`config.mk`:
```
export PLATFORM = sky130hd
export DESIGN_NAME = exec_stage_ctrl
export DESIGN_NICKNAME = d
export VERILOG_FILES = /design/src/rtl/exec_stage_ctrl.sv
export SDC_FILE = /design/constraint.sdc
export NUM_CORES = 1
export LEC_CHECK = 0
export CORE_AREA = 5 5 180 182
export CTS_BUF_LIST = sky130_fd_sc_hd__clkbuf_8 sky130_fd_sc_hd__clkbuf_16
export CTS_CLUSTER_SIZE = 10
export DETAILED_ROUTE_END_ITERATION = 10
export DIE_AREA = 0 0 185 187
export GPL_ROUTABILITY_DRIVEN = 0
export PLACE_DENSITY = 0.61
export SETUP_SLACK_MARGIN = 0.1
export SLEW_MARGIN = 20
export SYNTH_ARGS = -nofsm -noshare
export SYNTH_HDL_FRONTEND = slang
export SYNTH_SLANG_ARGS = --single-unit
```
`constraint.sdc`:
```
create_clock -name clk -period 5.41 [get_ports clk]
set_input_delay 1.082 -clock clk [delete_from_list [all_inputs] [get_ports clk]]
set_output_delay 1.082 -clock clk [all_outputs]
set_load 0.05 [all_outputs]
```
`src/rtl/exec_stage_ctrl.sv`:
```
// exec_stage_ctrl: execute-stage control for the pipelined y86-64 core.
// It owns the E pipeline register (icode, ifun, valA/B/C, dstE, dstM, stat)
// and the condition-code register. From the committed CC it evaluates
// branch/cmov conditions, and it keeps saturating counts of executed
// instructions and of jump mispredicts.
//
// Ports:
//   clk, rst               clock; synchronous active-high reset
//   E_stall, E_bubble      hazard-unit control of the E register
//   d_*                    decode-stage fields loaded into E
//   m_stat, W_stat         status of the downstream M and W instructions
//   alu_zf/sf/of           flags from execute_block for the E instruction
//   E_*                    registered E-stage fields
//   e_dstE, e_cnd, set_cc  combinational results for the current E instruction
//   cc                     committed {ZF,SF,OF}
//   cnt_exec, cnt_mispred  saturating performance counters
module exec_stage_ctrl #(
    parameter int unsigned CNT_W = 16,
    parameter logic [3:0]  RNONE = 4'hF
) (
    input  logic             clk,
    input  logic             rst,
    input  logic             E_stall,
    input  logic             E_bubble,
    input  logic [3:0]       d_icode,
    input  logic [3:0]       d_ifun,
    input  logic [63:0]      d_valA,
    input  logic [63:0]      d_valB,
    input  logic [63:0]      d_valC,
    input  logic [3:0]       d_dstE,
    input  logic [3:0]       d_dstM,
    input  logic [2:0]       d_stat,
    input  logic [2:0]       m_stat,
    input  logic [2:0]       W_stat,
    input  logic             alu_zf,
    input  logic             alu_sf,
    input  logic             alu_of,
    output logic [3:0]       E_icode,
    output logic [3:0]       E_ifun,
    output logic [63:0]      E_valA,
    output logic [63:0]      E_valB,
    output logic [63:0]      E_valC,
    output logic [3:0]       E_dstM,
    output logic [2:0]       E_stat,
    output logic [3:0]       e_dstE,
    output logic             e_cnd,
    output logic             set_cc,
    output logic [2:0]       cc,
    output logic [CNT_W-1:0] cnt_exec,
    output logic [CNT_W-1:0] cnt_mispred
);

    localparam logic [3:0] I_NOP   = 4'h1;
    localparam logic [3:0] I_RRMOV = 4'h2;
    localparam logic [3:0] I_OPQ   = 4'h6;
    localparam logic [3:0] I_JXX   = 4'h7;

    localparam logic [2:0] S_BUB = 3'd0;
    localparam logic [2:0] S_AOK = 3'd1;
    localparam logic [2:0] S_HLT = 3'd2;
    localparam logic [2:0] S_ADR = 3'd3;
    localparam logic [2:0] S_INS = 3'd4;

    localparam logic [CNT_W-1:0] CNT_MAX = {CNT_W{1'b1}};

    logic [3:0]       icode_q, icode_d;
    logic [3:0]       ifun_q,  ifun_d;
    logic [63:0]      vala_q,  vala_d;
    logic [63:0]      valb_q,  valb_d;
    logic [63:0]      valc_q,  valc_d;
    logic [3:0]       dste_q,  dste_d;
    logic [3:0]       dstm_q,  dstm_d;
    logic [2:0]       stat_q,  stat_d;
    logic [2:0]       cc_q,    cc_d;
    logic [CNT_W-1:0] cnt_exec_q,    cnt_exec_d;
    logic [CNT_W-1:0] cnt_mispred_q, cnt_mispred_d;

    logic cond;
    logic set_cc_w;
    logic so;

    function automatic logic is_exc(input logic [2:0] s);
        return (s == S_HLT) || (s == S_ADR) || (s == S_INS);
    endfunction

    // Condition evaluation from committed CC only.
    always_comb begin
        cond = 1'b0;
        so   = cc_q[1] ^ cc_q[0];
        case (ifun_q)
            4'd0:    cond = 1'b1;
            4'd1:    cond = so | cc_q[2];
            4'd2:    cond = so;
            4'd3:    cond = cc_q[2];
            4'd4:    cond = ~cc_q[2];
            4'd5:    cond = ~so;
            4'd6:    cond = ~so & ~cc_q[2];
            default: cond = 1'b0;
        endcase
    end

    // An OPq may only commit flags when no older instruction has faulted.
    assign set_cc_w = (icode_q == I_OPQ) && !is_exc(m_stat) && !is_exc(W_stat);

    // Next-state for the E register, CC and counters.
    always_comb begin
        icode_d       = icode_q;
        ifun_d        = ifun_q;
        vala_d        = vala_q;
        valb_d        = valb_q;
        valc_d        = valc_q;
        dste_d        = dste_q;
        dstm_d        = dstm_q;
        stat_d        = stat_q;
        cc_d          = cc_q;
        cnt_exec_d    = cnt_exec_q;
        cnt_mispred_d = cnt_mispred_q;

        if (E_bubble) begin
            icode_d = I_NOP;
            ifun_d  = 4'h0;
            vala_d  = 64'h0;
            valb_d  = 64'h0;
            valc_d  = 64'h0;
            dste_d  = RNONE;
            dstm_d  = RNONE;
            stat_d  = S_BUB;
        end else if (!E_stall) begin
            icode_d = d_icode;
            ifun_d  = d_ifun;
            vala_d  = d_valA;
            valb_d  = d_valB;
            valc_d  = d_valC;
            dste_d  = d_dstE;
            dstm_d  = d_dstM;
            stat_d  = d_stat;
        end

        if (set_cc_w) begin
            cc_d = {alu_zf, alu_sf, alu_of};
        end

        // The E instruction leaves E on every unstalled edge.
        if (!E_stall) begin
            if ((stat_q != S_BUB) && (cnt_exec_q != CNT_MAX)) begin
                cnt_exec_d = cnt_exec_q + CNT_W'(1);
            end
            if ((icode_q == I_JXX) && (stat_q == S_AOK) && !e_cnd
                && (cnt_mispred_q != CNT_MAX)) begin
                cnt_mispred_d = cnt_mispred_q + CNT_W'(1);
            end
        end
    end

    // State registers; reset loads a bubble and the ZF-set CC.
    always_ff @(posedge clk) begin
        if (rst) begin
            icode_q       <= I_NOP;
            ifun_q        <= 4'h0;
            vala_q        <= 64'h0;
            valb_q        <= 64'h0;
            valc_q        <= 64'h0;
            dste_q        <= RNONE;
            dstm_q        <= RNONE;
            stat_q        <= S_BUB;
            cc_q          <= 3'b100;
            cnt_exec_q    <= '0;
            cnt_mispred_q <= '0;
        end else begin
            icode_q       <= icode_d;
            ifun_q        <= ifun_d;
            vala_q        <= vala_d;
            valb_q        <= valb_d;
            valc_q        <= valc_d;
            dste_q        <= dste_d;
            dstm_q        <= dstm_d;
            stat_q        <= stat_d;
            cc_q          <= cc_d;
            cnt_exec_q    <= cnt_exec_d;
            cnt_mispred_q <= cnt_mispred_d;
        end
    end

    assign E_icode     = icode_q;
    assign E_ifun      = ifun_q;
    assign E_valA      = vala_q;
    assign E_valB      = valb_q;
    assign E_valC      = valc_q;
    assign E_dstM      = dstm_q;
    assign E_stat      = stat_q;
    assign cc          = cc_q;
    assign cnt_exec    = cnt_exec_q;
    assign cnt_mispred = cnt_mispred_q;
    assign set_cc      = set_cc_w;
    assign e_cnd       = ((icode_q == I_RRMOV) || (icode_q == I_JXX)) ? cond : 1'b0;
    // A cmov whose condition fails writes no register.
    assign e_dstE      = ((icode_q == I_RRMOV) && !cond) ? RNONE : dste_q;

endmodule
```
==> impl_metrics.py, run 1 <==
metrics = {
    "worst_setup_path": {
        "critPathTopFamily": "buffers and inverters",
        "worst_setup_path_end_kind": "output pin",
        "crit_chain": "xor2_1 > o21ai_0 > o211ai_1 > nand3b_1 > nand2b_1 > clkdlybuf4s50_1",
        "crit_fanout": 4,
        "critPathLaunchType": "flip-flop",
        "crit_path_top_delay_cell": "clkdlybuf4s50_1",
        "critPathRequiredTime_ps": 4330,
        "cp_slowest_stage_delay_ps": 820,
        "worstPathArrival_ps": 2990,
        "critical_path_buf_inv_count": 1,
        "crit_type": "flip-flop to output pin",
    },
    "synth": {
        "synth_flop_cell": "dfxtp_1",
        "yosys-top-cells-area": "dfxtp_1, mux2i_1, nor2_1",
        "synth.distinct_cells": 40,
        "synth-seq-cells": 246,
        "seq_area_frac_synth_pct": 54.1,
        "syn_area_um2": 9090,
        "synth-edff-count": 0,
        "yosysTopAreaCell": "dfxtp_1",
        "synthArstFlopShare_pct": 0,
        "syn_nets": 1120,
        "avgSynthCellArea_um2": 10.2,
        "syn-instance-count": 894,
        "yosysWarningCount": 0,
        "yosysTopAreaCellShare_pct": 54.1,
    },
    "power_and_ir_drop": {
        "cellLeakagePower_uw": 0.00603,
        "seq_power_share_pct": 44.3,
        "netSwitchingPower_uw": 1110,
        "switching_share_pct": 25.8,
        "pwr-share-clk_pct": 40.3,
        "powerDensity_nw_per_um2": 286,
        "internal-power_uw": 3180,
        "ir_drop_mv": 0.279,
        "p_comb_share_pct": 15.4,
    },
    "routing": {
        "wl_um": 32500,
        "first_pass_iters": 4,
        "routed-via-count": 7894,
        "drc": 0,
        "drtIter0Drc": 389,
        "via_per_inst": 4.50,
        "antenna_left": 0,
        "wire_per_inst_um": 18.5,
    },
    "grt": {
        "grt_max_degree": 128,
        "overflow": 0,
        "antenna_found_initial": 2,
        "grt_pass1_wl_um": 48800,
        "grt_pass1_vias": 8062,
        "grt_util_all_layers_pct": 17.9,
    },
    "sta": {
        "fin_crit_sh_pct": 75.2,
        "worstMarginPinSlew_ps": 954,
        "fmax_ghz": 0.246,
        "setup_tns_ps": 0,
        "fin_crit_ps": 4070,
        "rsz0062_at_grt": "false",
        "fin_skew_ps": 6.05,
        "slew_headroom_pct": 36.4,
        "setup_viol": 0,
        "drv_slew": 0,
        "hold_viol_final": 0,
    },
    "final_layout": {
        "fin_nets": 1574,
        "stdcell_count": 1754,
        "n_fill_cell": 2884,
        "drive_gt1_share_pct": 3.54,
        "synthToLayoutAreaGrowth_pct": 64.8,
        "multi_input_area_um2": 3950,
        "regArea_um2": 4920,
    },
    "floorplanning": {
        "initial_core_util_pct": 29.9,
        "die_x_um": 185,
        "rows": 64,
        "pin_count": 472,
        "dieArea_um2": 34600,
        "die_h_um": 187,
        "core_area_um2": 30400,
    },
    "clock_tree": {
        "hold_buffers": 0,
        "cts_resized": 0,
        "clockBufferDepth": 3,
        "cts_inserted_buffers": 29,
        "path_clk_slew_ps": 60,
        "cts_tree": "yes",
        "postCtsSetupBuffers": 0,
        "clock-sinks": 246,
        "clock-root-buffer": "clkbuf_16",
        "htreeDepth": 1,
        "clock_latency_ps": 530,
    },
    "job": {
        "cap_violations": 0,
    },
    "place": {
        "dp_hpwl_um": 24400,
        "numPortBuffers": 471,
        "place_inst": 1713,
    },
    "worst_hold_path": {
        "hold_path.class": "flip-flop to flip-flop",
    },
    "outcome": {
        "run_status": "complete, no violations",
    },
}
==> worst min-delay path: stages (launching register included) <==
cell and delay (ps):
dfxtp_1 320, mux2i_1 70, nand2_1 50
==> metal layers <==
metal	global-route usage (%)	part of all wire, %	vias to the layer above
li1	-	-	3922
met1	20.5	39	3661
met2	31.3	49	255
met3	6.55	8.7	54
met4	4.66	2.9	2
met5	0	0.040	-
==> through the flow <==
step	cell area (um2)	util, %	worst slack (ps)	hold WS [ps]	total power [uW]
floorplan	9090	-	2190	436	2280
global placement	14200	46.6	1440	455	2600
detailed placement	14200	46.6	1390	460	2600
CTS	15000	49.3	1290	479	4360
global route	15000	49.3	1100	510	4470
finish	15000	49.3	1340	470	4280
==> kinds of logic after synthesis <==
family / after synthesis / synth area share (%)
AO/OA/AOI/OAI: 32 / 2.17
buffers and inverters: 58 / 2.41
adder cells (fa/ha/maj): 2 / 0.275
flip-flops: 246 / 54.1
XOR/XNOR: 19 / 1.83
AND/OR/NAND/NOR: 318 / 15.0
multiplexers: 219 / 24.1
==> cell type report <==
cell class	instances	area share [%]
Multi-Input combinational cell	590	26.4
Tap cell	396	3.31
Clock inverter	7	0.209
Sequential cell	246	32.9
Antenna cell	1	0.0167
Clock buffer	33	5.21
Inverter	5	0.125
Timing Repair Buffer	476	31.9
==> worst paths after layout <==
path	startpoint	end	slack [ps]	cells after the start
worst min register to register	dste_q[1]	dste_q[1]	470	2
worst min-delay path	dste_q[1]	dste_q[1]	470	2
worst max-delay path	cc[1]	e_dstE[1]	1340	6
worst max register to register	cnt_mispred[1]	cnt_mispred[2]	3140	7
==> synth_stat cells (all sizes together) (3+ instances only) <==
library cell,n
o21ai,8
inv,5
dfxtp,246
or4,5
or3,6
nor2,235
xnor2,3
clkbuf,50
xor2,16
a21oi,11
and4,3
nor3,5
nand2b,9
nand4,11
nand3,9
nand2,22
mux2i,217
o211ai,3
o31ai,4
buf,3
==> cell usage in the layout, fill, tap and decap left out, types with 11 or more instances in the layout <==
master and instances:
a21oi_1 11, clkbuf_16 29, clkdlybuf4s50_1 470, dfxtp_1 246
inv_1 11, mux2i_1 217, nand2_1 22, nand4_1 11
nor2_1 235, xor2_1 16
==> flip-flops by register name, indices dropped and copies added (netlist names) <==
| name | count |
|---|---|
| E_dstM | 4 |
| E_icode | 4 |
| E_ifun | 4 |
| E_stat | 3 |
| E_valA | 64 |
| E_valB | 64 |
| E_valC | 64 |
| cc | 3 |
| cnt_exec | 16 |
| cnt_mispred | 16 |
| dste_q | 4 |
==> power groups by stage <==
stage | logic, uW | registers (uW) | clock network [uW]
after CTS | 669 | 1900 | 1790
after detailed placement | 666 | 1930 | 0
after global placement | 662 | 1930 | 0
final | 661 | 1900 | 1730
after floorplan | 177 | 2110 | 0
after global routing | 700 | 1900 | 1870
(Power assumes the default switching activity.)
==> run 2, diff against run 1 <==
--- a/config.mk
+++ b/config.mk
@@ -5,11 +5,11 @@
 export SDC_FILE = /design/constraint.sdc
 export NUM_CORES = 1
 export LEC_CHECK = 0
-export CORE_AREA = 5 5 180 182
+export CORE_AREA = 5 5 181 183
 export CTS_BUF_LIST = sky130_fd_sc_hd__clkbuf_8 sky130_fd_sc_hd__clkbuf_16
 export CTS_CLUSTER_SIZE = 10
 export DETAILED_ROUTE_END_ITERATION = 10
-export DIE_AREA = 0 0 185 187
+export DIE_AREA = 0 0 186 188
 export GPL_ROUTABILITY_DRIVEN = 0
 export PLACE_DENSITY = 0.61
 export SETUP_SLACK_MARGIN = 0.1
==> constraint.sdc (replaced) <==
create_clock -name clk -period 4 [get_ports clk]
set_input_delay 0.8 -clock clk [delete_from_list [all_inputs] [get_ports clk]]
set_output_delay 0.8 -clock clk [all_outputs]
set_load 0.05 [all_outputs]
==> run 2 against run 1 <==
  * Register-to-register slack worse by 1400 ps
  * First-iteration DRC count rose by 0.26%
  * Non-clock buffer count up 8
  * Global-route usage fell by 0.65 points
  * Setup slack worse by 930 ps
==> impl_metrics.py, run 2 (synthesized netlist as in run 1, its figures left out) <==
metrics = {
    "sta": {
        "fmax_ghz": 0.278,
        "drv_slew": 0,
        "slew_headroom_pct": 27.3,
        "hold_viol_final": 0,
        "worstMarginPinSlew_ps": 1090,
        "rsz0062_at_grt": "false",
        "fin_crit_ps": 3590,
        "setup_viol": 0,
        "setup_tns_ps": 0,
        "fin_crit_sh_pct": 89.8,
        "fin_skew_ps": 7.23,
    },
    "clock_tree": {
        "cts_tree": "yes",
        "clock-root-buffer": "clkbuf_16",
        "hold_buffers": 0,
        "clock-sinks": 246,
        "cts_inserted_buffers": 30,
        "clock_latency_ps": 540,
        "htreeDepth": 1,
        "path_clk_slew_ps": 50,
        "clockBufferDepth": 3,
        "postCtsSetupBuffers": 0,
    },
    "final_layout": {
        "n_antenna_cell": 0,
        "fin_nets": 1583,
        "multi_input_area_um2": 3950,
        "regArea_um2": 4920,
        "final_common_cell": "clkdlybuf4s50_1",
        "stdcell_count": 1771,
        "n_fill_cell": 2921,
        "final_cell_mix": "clkdlybuf4s50_1, dfxtp_1, nor2_1, mux2i_1, clkbuf_16",
        "drive_gt1_share_pct": 4.38,
        "synthToLayoutAreaGrowth_pct": 66.8,
    },
    "floorplanning": {
        "die_h_um": 188,
        "die_x_um": 186,
        "rows": 65,
        "initial_core_util_pct": 29.3,
        "dieArea_um2": 35000,
        "core_area_um2": 31100,
        "pin_count": 472,
    },
    "grt": {
        "grt_max_degree": 128,
        "grt_pass1_wl_um": 48000,
        "overflow": 0,
        "grt_pass1_vias": 8114,
        "grt_util_all_layers_pct": 17.2,
        "antenna_found_initial": 0,
    },
    "power_and_ir_drop": {
        "ir_drop_mv": 0.347,
        "cellLeakagePower_uw": 0.00612,
        "netSwitchingPower_uw": 1500,
        "switching_share_pct": 25.2,
        "p_comb_share_pct": 15.2,
        "internal-power_uw": 4450,
        "powerDensity_nw_per_um2": 393,
        "pwr-share-clk_pct": 41.8,
        "seq_power_share_pct": 43.0,
    },
    "place": {
        "dp_hpwl_um": 23800,
        "place_inst": 1727,
        "numPortBuffers": 471,
    },
    "routing": {
        "drc": 0,
        "drtIter0Drc": 390,
        "routed-via-count": 7943,
        "antenna_left": 0,
        "via_per_inst": 4.49,
        "first_pass_iters": 4,
        "wl_um": 31500,
        "wire_per_inst_um": 17.8,
    },
    "worst_setup_path": {
        "crit_type": "flip-flop to output pin",
        "crit_chain": "xor2_1 > o21ai_0 > o211ai_1 > nand3b_1 > nand2b_1 > dlygate4sd2_1",
        "cp_slowest_stage_delay_ps": 540,
        "critPathLaunchType": "flip-flop",
        "crit_fanout": 4,
        "worstPathArrival_ps": 2790,
        "worst_setup_path_end_kind": "output pin",
        "critPathRequiredTime_ps": 3200,
        "crit_path_top_delay_cell": "dlygate4sd2_1",
    },
    "outcome": {
        "run_status": "complete, no violations",
    },
    "worst_hold_path": {
        "hold_path.class": "flip-flop to flip-flop",
    },
    "job": {
        "cap_violations": 0,
    },
}
run 2: changes by cell type in the layout (fill, tap and decap cells not counted), sizes merged:
cell           before  now
inv                12   11
clkinv              0    2
clkbuf             33   35
dlygate4sd2         0    4
buf                 6   14
bufinv              0    1
clkdlybuf4s50     470  466
diode               1    0
run 2: worst max-delay path: cells and delay by family (launching register included):
family / cells / cell delay [ps]
AO/OA/AOI/OAI: 2 / 550
buffers and inverters: 1 / 540
AND/OR/NAND/NOR: 2 / 510
flip-flops: 1 / 360
XOR/XNOR: 1 / 300
run 2: repair_timing:
action,4_1_cts,5_1_grt
hold endpoints to repair,0,0
endpoints found under the setup margin,4,0
resized for setup,4,0
run 2: final cells by class:
class / count / share of cell area [%]
Clock buffer: 35 / 5.48
Clock inverter: 9 / 0.412
Inverter: 5 / 0.124
Multi-Input combinational cell: 590 / 26.1
Sequential cell: 246 / 32.5
Tap cell: 402 / 3.32
Timing Repair Buffer: 484 / 32.1
run 2: path summary, 6_finish.rpt:
| kind | from | to | slack, ps | depth (start not counted) |
|---|---|---|---|---|
| max | cc[1] | e_dstE[3] | 410 | 6 |
| min | E_dstM[1] | E_dstM[1] | 470 | 2 |
| max reg2reg | cc[1] | cnt_mispred[7] | 1710 | 6 |
| min reg2reg | E_dstM[1] | E_dstM[1] | 470 | 2 |
run 2: metrics by stage:
stage                     util (%)  setup WS (ps)  power [uW]  hold slack, ps  cell area [um2]
final                         48.8            408        5950             474            15200
after global routing          48.8            234        6210             513            15200
after CTS                     48.8            336        6050             477            15200
after detailed placement      46.0            514        3520             463            14300
after global placement        46.0            547        3520             457            14300
after floorplan                  -           1070        3090             436             9090
run 2: metal layers:
layer,share of wire (%),global-route usage (%),vias up
met2,51,30.5,256
li1,-,-,3940
met1,39,20.3,3710
met4,1.7,3.34,0
met5,0,0,-
met3,8.7,5.80,37
run 2: power by group through the flow:
stage	logic, uW	clock network [uW]	registers, uW
6_report	903	2490	2560
3_3_place_gp	906	0	2610
3_5_place_dp	910	0	2610
5_1_grt	954	2680	2570
2_1_floorplan	240	0	2850
4_1_cts	912	2570	2560
==> run 3, diff against run 2 <==
--- a/config.mk
+++ b/config.mk
@@ -5,6 +5,7 @@
 export SDC_FILE = /design/constraint.sdc
 export NUM_CORES = 1
 export LEC_CHECK = 0
+export CAP_MARGIN = 20
 export CORE_AREA = 5 5 181 183
 export CTS_BUF_LIST = sky130_fd_sc_hd__clkbuf_8 sky130_fd_sc_hd__clkbuf_16
 export CTS_CLUSTER_SIZE = 10
==> results of run 3 <==
The final DEF is identical to that of run 2; final timing and power are the same.
